--- src/rtl/cpu_pkg.sv ---
// Shared types and constants for the 16-bit pipeline: fetch FSM states, the NOP encoding and the IF/ID record.
// Pure declarations, no logic and no flow control.
package cpu_pkg;

   localparam int CPU_PC_W    = 16;
   localparam int CPU_INSTR_W = 16;
   localparam int PC_STEP_DEF = 2;

   localparam logic [CPU_INSTR_W-1:0] NOP_INSTR = 16'h0000;

   typedef enum logic [1:0] {
      FETCH   = 2'd0,
      HOLD    = 2'd1,
      DISCARD = 2'd2,
      HALTED  = 2'd3
   } fetch_state_t;

   typedef struct packed {
      logic [CPU_PC_W-1:0]    pc;
      logic [CPU_INSTR_W-1:0] instr;
      logic                   valid;
   } ifid_t;

endpackage

--- src/rtl/fetch_skid_reg.sv ---
// One-entry hold register for a fetched {pc, instr} pair; load wins over clear. Latency: one cycle.
// Backpressure: none of its own; the owner decides when to load and when to drain.
module fetch_skid_reg #(
   parameter int W = 32
) (
   input  logic         clk,
   input  logic         rst,
   input  logic         load,
   input  logic         clear,
   input  logic [W-1:0] load_dat,
   output logic [W-1:0] dat,
   output logic         vld
);

   always_ff @(posedge clk) begin
      if (rst) begin
         vld <= 1'b0;
         dat <= '0;
      end else if (load) begin
         vld <= 1'b1;
         dat <= load_dat;
      end else if (clear) begin
         vld <= 1'b0;
      end
   end

endmodule

--- src/rtl/fetch_stage.sv ---
// Instruction-fetch stage: owns the PC, issues imem requests and writes IF/ID. Latency: ack in cycle N is in IF/ID after edge N.
// Backpressure: stall holds PC and IF/ID; an ack that lands during a stall parks in the skid register.
module fetch_stage
   import cpu_pkg::*;
#(
   parameter int              PC_W     = 16,
   parameter int              INSTR_W  = 16,
   parameter logic [PC_W-1:0] RESET_PC = '0,
   parameter int              PC_STEP  = PC_STEP_DEF
) (
   input  logic               clk,
   input  logic               rst,
   output logic               imem_req,
   output logic [PC_W-1:0]    imem_addr,
   input  logic [INSTR_W-1:0] imem_rdata,
   input  logic               imem_ready,
   input  logic               stall,
   input  logic               flush,
   input  logic               redirect,
   input  logic [PC_W-1:0]    redirect_pc,
   input  logic               halt,
   output logic [PC_W-1:0]    pc,
   output logic [PC_W-1:0]    ifid_pc,
   output logic [INSTR_W-1:0] ifid_instr,
   output logic               ifid_valid,
   output logic               halted
);

   fetch_state_t state, state_nxt;

   logic [PC_W-1:0]    pc_q, pc_nxt, pc_inc;
   logic [PC_W-1:0]    pend_pc, pend_pc_nxt;
   logic               pend_halt, pend_halt_nxt;
   logic               ack;
   logic               skid_load, skid_clear, skid_vld;
   logic [PC_W-1:0]    skid_pc;
   logic [INSTR_W-1:0] skid_instr;
   logic               new_vld;
   logic [PC_W-1:0]    new_pc;
   logic [INSTR_W-1:0] new_instr;
   logic               enter_halt;

   // DISCARD keeps the request up at the original pc so the address stays stable until the ack.
   assign imem_req  = (state == FETCH) || (state == DISCARD);
   assign imem_addr = pc_q;
   assign ack       = imem_req & imem_ready;
   assign pc_inc    = pc_q + PC_W'(PC_STEP);
   assign pc        = pc_q;
   assign halted    = (state == HALTED);

   fetch_skid_reg #(
      .W(PC_W + INSTR_W)
   ) u_skid (
      .clk      (clk),
      .rst      (rst),
      .load     (skid_load),
      .clear    (skid_clear),
      .load_dat ({pc_q, imem_rdata}),
      .dat      ({skid_pc, skid_instr}),
      .vld      (skid_vld)
   );

   always_comb begin
      state_nxt     = state;
      pc_nxt        = pc_q;
      pend_pc_nxt   = pend_pc;
      pend_halt_nxt = pend_halt;
      skid_load     = 1'b0;
      skid_clear    = 1'b0;
      new_vld       = 1'b0;
      case (state)
         FETCH: begin
            if (halt) begin
               if (ack) begin
                  state_nxt = HALTED;
               end else begin
                  pend_halt_nxt = 1'b1;
                  state_nxt     = DISCARD;
               end
            end else if (redirect) begin
               if (ack) begin
                  pc_nxt = redirect_pc;
               end else begin
                  pend_pc_nxt = redirect_pc;
                  state_nxt   = DISCARD;
               end
            end else if (ack) begin
               pc_nxt = pc_inc;
               if (stall) begin
                  skid_load = 1'b1;
                  state_nxt = HOLD;
               end else begin
                  new_vld = 1'b1;
               end
            end
         end
         HOLD: begin
            if (halt) begin
               skid_clear = 1'b1;
               state_nxt  = HALTED;
            end else if (redirect) begin
               skid_clear = 1'b1;
               pc_nxt     = redirect_pc;
               state_nxt  = FETCH;
            end else if (!stall) begin
               skid_clear = 1'b1;
               new_vld    = skid_vld;
               state_nxt  = FETCH;
            end
         end
         DISCARD: begin
            if (halt)     pend_halt_nxt = 1'b1;
            if (redirect) pend_pc_nxt   = redirect_pc;
            if (ack) begin
               if (halt || pend_halt) begin
                  state_nxt = HALTED;
               end else begin
                  pc_nxt    = redirect ? redirect_pc : pend_pc;
                  state_nxt = FETCH;
               end
            end
         end
         HALTED: begin
            state_nxt = HALTED;
         end
         default: begin
            state_nxt = FETCH;
         end
      endcase
   end

   assign enter_halt = (state != HALTED) && (state_nxt == HALTED);
   assign new_pc     = (state == HOLD) ? skid_pc    : pc_q;
   assign new_instr  = (state == HOLD) ? skid_instr : imem_rdata;

   always_ff @(posedge clk) begin
      if (rst) begin
         state     <= FETCH;
         pc_q      <= RESET_PC;
         pend_pc   <= '0;
         pend_halt <= 1'b0;
      end else begin
         state     <= state_nxt;
         pc_q      <= pc_nxt;
         pend_pc   <= pend_pc_nxt;
         pend_halt <= pend_halt_nxt;
      end
   end

   // IF/ID: bubble on halt entry or flush, hold on stall, otherwise take the new instruction or a bubble.
   always_ff @(posedge clk) begin
      if (rst) begin
         ifid_pc    <= '0;
         ifid_instr <= NOP_INSTR;
         ifid_valid <= 1'b0;
      end else if (state != HALTED) begin
         if (enter_halt || flush) begin
            ifid_pc    <= '0;
            ifid_instr <= NOP_INSTR;
            ifid_valid <= 1'b0;
         end else if (!stall) begin
            if (new_vld) begin
               ifid_pc    <= new_pc;
               ifid_instr <= new_instr;
               ifid_valid <= 1'b1;
            end else begin
               ifid_pc    <= '0;
               ifid_instr <= NOP_INSTR;
               ifid_valid <= 1'b0;
            end
         end
      end
   end

endmodule

--- config.mk ---
export PLATFORM = sky130hd
export DESIGN_NAME = fetch_stage
export DESIGN_NICKNAME = d
export VERILOG_FILES = /design/src/rtl/cpu_pkg.sv /design/src/rtl/fetch_skid_reg.sv /design/src/rtl/fetch_stage.sv
export SDC_FILE = /design/constraint.sdc
export NUM_CORES = 1
export LEC_CHECK = 0
export BUFFER_PORTS_ARGS = -buffer_cell sky130_fd_sc_hd__buf_2
export CELL_PAD_IN_SITES_DETAIL_PLACEMENT = 1
export CELL_PAD_IN_SITES_GLOBAL_PLACEMENT = 1
export CORE_UTILIZATION = 44
export DETAILED_ROUTE_END_ITERATION = 12
export PLACE_DENSITY = 0.83
export SYNTH_ARGS = -nofsm -noshare
export SYNTH_HDL_FRONTEND = slang
export SYNTH_SLANG_ARGS = --single-unit
export TNS_END_PERCENT = 1
--- constraint.sdc ---
create_clock -name clk -period 3.4 [get_ports clk]
set_clock_uncertainty 0.15 [all_clocks]
set_input_delay 0.17 -clock clk [delete_from_list [all_inputs] [get_ports clk]]
set_output_delay 0.17 -clock clk [all_outputs]
set_load 0.02 [all_outputs]
Yosys cells after proc, flatten, opt, wreduce, memory -nomap -nowiden. Cells that the tools add are included.

Add/sub/neg operators: 1. Equal/unequal tests: 16. Mux-type cells: 59. Bitwise operators: 1. Reductions and logical operators: 12.

Operators with widths (number): two-way mux 16 bit (20); case mux 16 bit (3 select lines) (1); case mux 16 bit (2 select lines) (1); two-way mux 1 bit (24); inequality test 2 bit, second input constant (11); two-way mux 2 bit (10); adder 16 x 2 -> 16 bit, second input constant (1); case mux 2 bit (4 select lines) (1); AND reduction 4 bit (2); AND reduction 7 bit (1); equality test 2 bit, second input constant (3); case mux 1 bit (2 select lines) (2); nonzero test 2 bit (2); logical OR 1 bit (3); nonzero test 3 bit (1); equality test 2 x 1 -> 1 bit, second input constant (1); logical NOT 2 bit (1); inequality test 2 x 1 -> 1 bit, second input constant (1); AND reduction 2 bit (1); AND 1 bit (1); logical AND 1 bit (1).

Flip-flop bits (word level): 101. Word-level logic and storage cells: 98.

Logic depth before layout (Yosys ltp).
Depth after elaboration: 12. Depth in mapped cells: 10. Mapped depth without buffers: 8.

Cells and area by module. From an unflattened synthesis, not the netlist that was laid out.

Cell total of the unflattened synthesis: 513. Area, all modules: 5119.9 um2.

Modules (own cells, without submodules): fetch_stage (times used 1, cells each 405, area an instance 3915.0 um2, seq. area each 1361.3 um2); fetch_skid_reg (times used 1, cells each 108, area an instance 1204.9 um2, seq. area each 660.6 um2).

Least setup slack after synthesis. OpenSTA, ideal clock, no wires.

Path type: register to register. Start point: register state[0]. End point: register ifid_instr[10]. Setup time: 0.118 ns. Data arrival time: 1.920 ns. Required time: 3.132 ns. Setup slack: 1.212 ns. Cell stages (with the launch flop): 11. Buffers on the path: 2. Period minus slack after synthesis: 2.188 ns. Path through: dfxtp_1 -> inv_1 -> ha_1 -> clkbuf_1 -> o21a_1 -> a21oi_4 -> o2bb2ai_1 -> o21ai_2 -> a32o_4 -> buf_8 -> o2bb2ai_2.

Word-level cells in the longest chain between the ends: 12.

RTL lines: start: declaration (line fetch_stage.sv:29) `fetch_state_t state, state_nxt;`; start signal: assignment (line fetch_stage.sv:143) `state <= state_nxt;`; equality test 2 bit / logical NOT 2 bit (equally long branches) (line fetch_stage.sv:44, fetch_stage.sv:71); logical OR 1 bit (line fetch_stage.sv:44) `assign imem_req = (state == FETCH) || (state == DISCARD);`; AND 1 bit (line fetch_stage.sv:46) `assign ack = imem_req & imem_ready;`; two-way mux 2 bit, on equally long branches (line fetch_stage.sv:87, fetch_stage.sv:81); two-way mux 2 bit (line fetch_stage.sv:80) `end else if (redirect) begin`; two-way mux 2 bit (line fetch_stage.sv:73) `if (halt) begin`; case mux 2 bit (4 select lines) (line fetch_stage.sv:71) `case (state)`; equality test 2 bit (line fetch_stage.sv:132) `assign enter_halt = (state != HALTED) && (state_nxt == HALTED);`; logical AND 1 bit (line fetch_stage.sv:132); logical OR 1 bit (line fetch_stage.sv:157) `if (enter_halt || flush) begin`; inequality test 2 x 1 -> 1 bit (no line); AND reduction 2 bit (no line); end signal: assignment (line fetch_stage.sv:164) `ifid_instr <= new_instr;`; end: declaration (line fetch_stage.sv:24) `output logic [INSTR_W-1:0] ifid_instr,`.

Parallel ways exist; a longest one is shown, timed or not. The select of a mux whose other input is x is not followed. A chain may end at the register's enable or synchronous reset.

Worst setup path after layout.
Start point: register state[0]. End point: register ifid_instr[0].

The elaborated chain is that of the path after synthesis.

==> results.yml <==
route:
  post_drt_wl_per_cell_um: 19.65
  dr.pass1.iters: 5
  vias_per_cell: 5.662
  postRouteAntennaNets: 0
  drc_errors: 0
  initialDrtViolationCount: 195
  routed_wl_um: 15660
  num_vias: 4513
finish:
  drive_gt1_share_pct: 26.18
  most-common-layout-cells: "buf_2, dfxtp_1, nand2_1"
  syn_to_final_growth_pct: 20.42
  finalNonFillerCells: 797
  antenna_cells: 0
  final_common_cell: "buf_2"
  layout.nets: 697
timing:
  worstMarginPinSlew_ns: 1.191
  hold_viol: 0
  period_needed_ns: 2.943
  max_clock_freq_mhz: 339.8
  period_share_pct: 86.56
  drv_slew: 0
  rsz0062_at_grt: "no"
  setup_viol: 0
  fin_tns_setup_ns: 0
  relSlewSlack_pct: 20.63
floorplan:
  die_w_um: 108.7
  dieHeight_um: 108.7
  core_um2: 10980
  ios: 106
  initial_utilization_pct: 45.58
  die-area_um2: 11810
  rows: 38
global_routing:
  grt_max_degree: 37
  antenna_found_initial: 0
  grt_use_total_pct: 27.45
  grt_pass1_vias: 4688
  grt_pass1_wl_um: 24560
  grt_overflow: 0
placement:
  port_buffers: 105
  placed_cells: 750
  dp_hpwl_um: 10160
  routabilityCongestion: 0.8302
critical_path:
  worstSetupStartpointType: "register"
  cp.arrival_ns: 3.08
  critical_path_class: "register to register"
  required_ns: 3.53
  worst-path-max-fanout: 17
  crit_path_end_kind: "register"
outcome:
  status: "finished, final reports clean"
yosys:
  ys_seq_area_share_pct: 40.39
  synth-main-ff-cell: "dfxtp_1"
  synth_top_area_share_pct: 40.39
  synth_top_cell_by_area: "dfxtp_1"
  yosys-top-cells-area: "dfxtp_1, mux2i_1, o2bb2ai_2"
  netlist_area_um2: 5006
  synth_area_per_cell_um2: 9.053
  netlist_instances: 553
  synth_edf_count: 0
  yosysWarnings: 0
  synth_seq_cells: 101
  syn-num-nets: 598
  post_synth_num_cell_types: 56
  async_flop_share_pct: 0
power:
  power.internal_w: 0.002483
  netSwitchingFraction_pct: 42.93
  ir_drop_mv: 0.4250
  powerDensity_nw_per_um2: 721.6
  p_leak_nw: 2.500
  p_sw_w: 0.001867
  combPwrFrac_pct: 42.5
  power_frac_clock_pct: 23.2
  seqPwrFrac_pct: 34.3
cts:
  cts_setup_buffers: 0
  cts.sinks: 101
  ctsLongestPathBuffers: 2
  insertion_delay_ns: 0.37
  cts_tree: "done"
  clk_pin_slew_worst_paths_ns: 0.08
  clockRootBuffer: "clkbuf_16"
  htree_levels: 3
  cts_resized: 0
  numCtsBuffers: 9
  cts_hold_buf: 31
flow_run:
  cap_violations: 0
min_path:
  hold_class: "input port to register"
==> worst max-delay path, stage by stage (launching register included) <==
cell,delay (ns)
dfxtp_1,0.50
inv_1,0.11
ha_1,0.45
o21a_1,0.24
a21oi_4,0.15
o2bb2ai_1,0.11
o21ai_2,0.18
nand4_2,0.40
buf_4,0.37
o2bb2ai_1,0.21
==> power by group through the flow <==
stage	combinational (W)	sequential, W	clock (W)
after floorplan	0.00139	0.00150	0
after global placement	0.00173	0.00150	0
after detailed placement	0.00178	0.00151	0
after CTS	0.00183	0.00149	0.00102
after global routing	0.00199	0.00151	0.00107
final	0.00185	0.00149	0.00101
==> final timing paths <==
path,startpoint,to,slack [ns],depth (start not counted)
setup / recovery,state[0],ifid_instr[0],0.46,9
hold reg to reg,u_skid.dat[22],u_skid.dat[22],0.31,2
hold / removal,halt,pend_halt,0.08,3
setup reg to reg,state[0],ifid_instr[0],0.46,9
==> flip-flops by register name, summed over array words and instances (netlist names) <==
| signal | flops |
|---|---|
| u_skid.dat | 32 |
| ifid_instr | 16 |
| ifid_pc | 16 |
| imem_addr | 16 |
| pend_pc | 16 |
| state | 2 |
| ifid_valid | 1 |
| pend_halt | 1 |
| u_skid.vld | 1 |
==> Yosys cell counts (4+ instances only) <==
master and number:
a211oi_1 6, a21oi_1 59, a221o_1 4, a221oi_1 4, buf_2 6, buf_4 18, clkbuf_1 27, dfxtp_1 101
ha_1 6, inv_1 12, mux2i_1 48, nand2_1 92, nand2b_1 4, nand3_1 9, nor2_1 39, nor3_1 12
o21ai_0 10, o2bb2ai_2 30
==> layout make-up <==
class                           count  area [um^2]
Fill cell                        1289         4955
Multi-Input combinational cell    383         2599
Sequential cell                   101         2022
Timing Repair Buffer              145        903.4
Clock buffer                        9        225.2
Tap cell                          140        175.2
Clock inverter                      7        58.81
Inverter                           12        45.04
==> through the flow <==
step	cell area [um^2]	total power, W	util (%)	setup slack (ns)	hold WS (ns)
after global placement	5434	0.003228	49.48	0.7329	0.2706
final	6028	0.004350	54.89	0.4571	0.08424
after floorplan	5006	0.002898	-	1.212	0.1560
after CTS	6028	0.004335	54.89	0.5084	0.07705
after global routing	6028	0.004570	54.89	0.3165	0.1183
after detailed placement	5434	0.003295	49.48	0.5972	0.2821
==> metal layers <==
layer  GRT usage (%)  share of wire [%]  routed length [um]
met1           33.74                 43                6780
met2           47.47                 51                7951
met3           3.945                3.7                 577
met4           12.26                2.3                 354
met5               0                  0                   0
==> kinds of logic (layout without fill, tap and decap cells) <==
family          count (synthesis)  count (layout)  share of synthesized area (%)
simple gates                  175             175                          15.22
compound gates                147             147                          24.12
flops                         101             101                          40.39
buf+inv                        69             173                          7.848
mux                            50              50                          10.05
fa+ha+maj                       6               6                          1.500
xor+xnor                        5               5                         0.8749
Note: power is estimated with default switching activity, not from simulation.
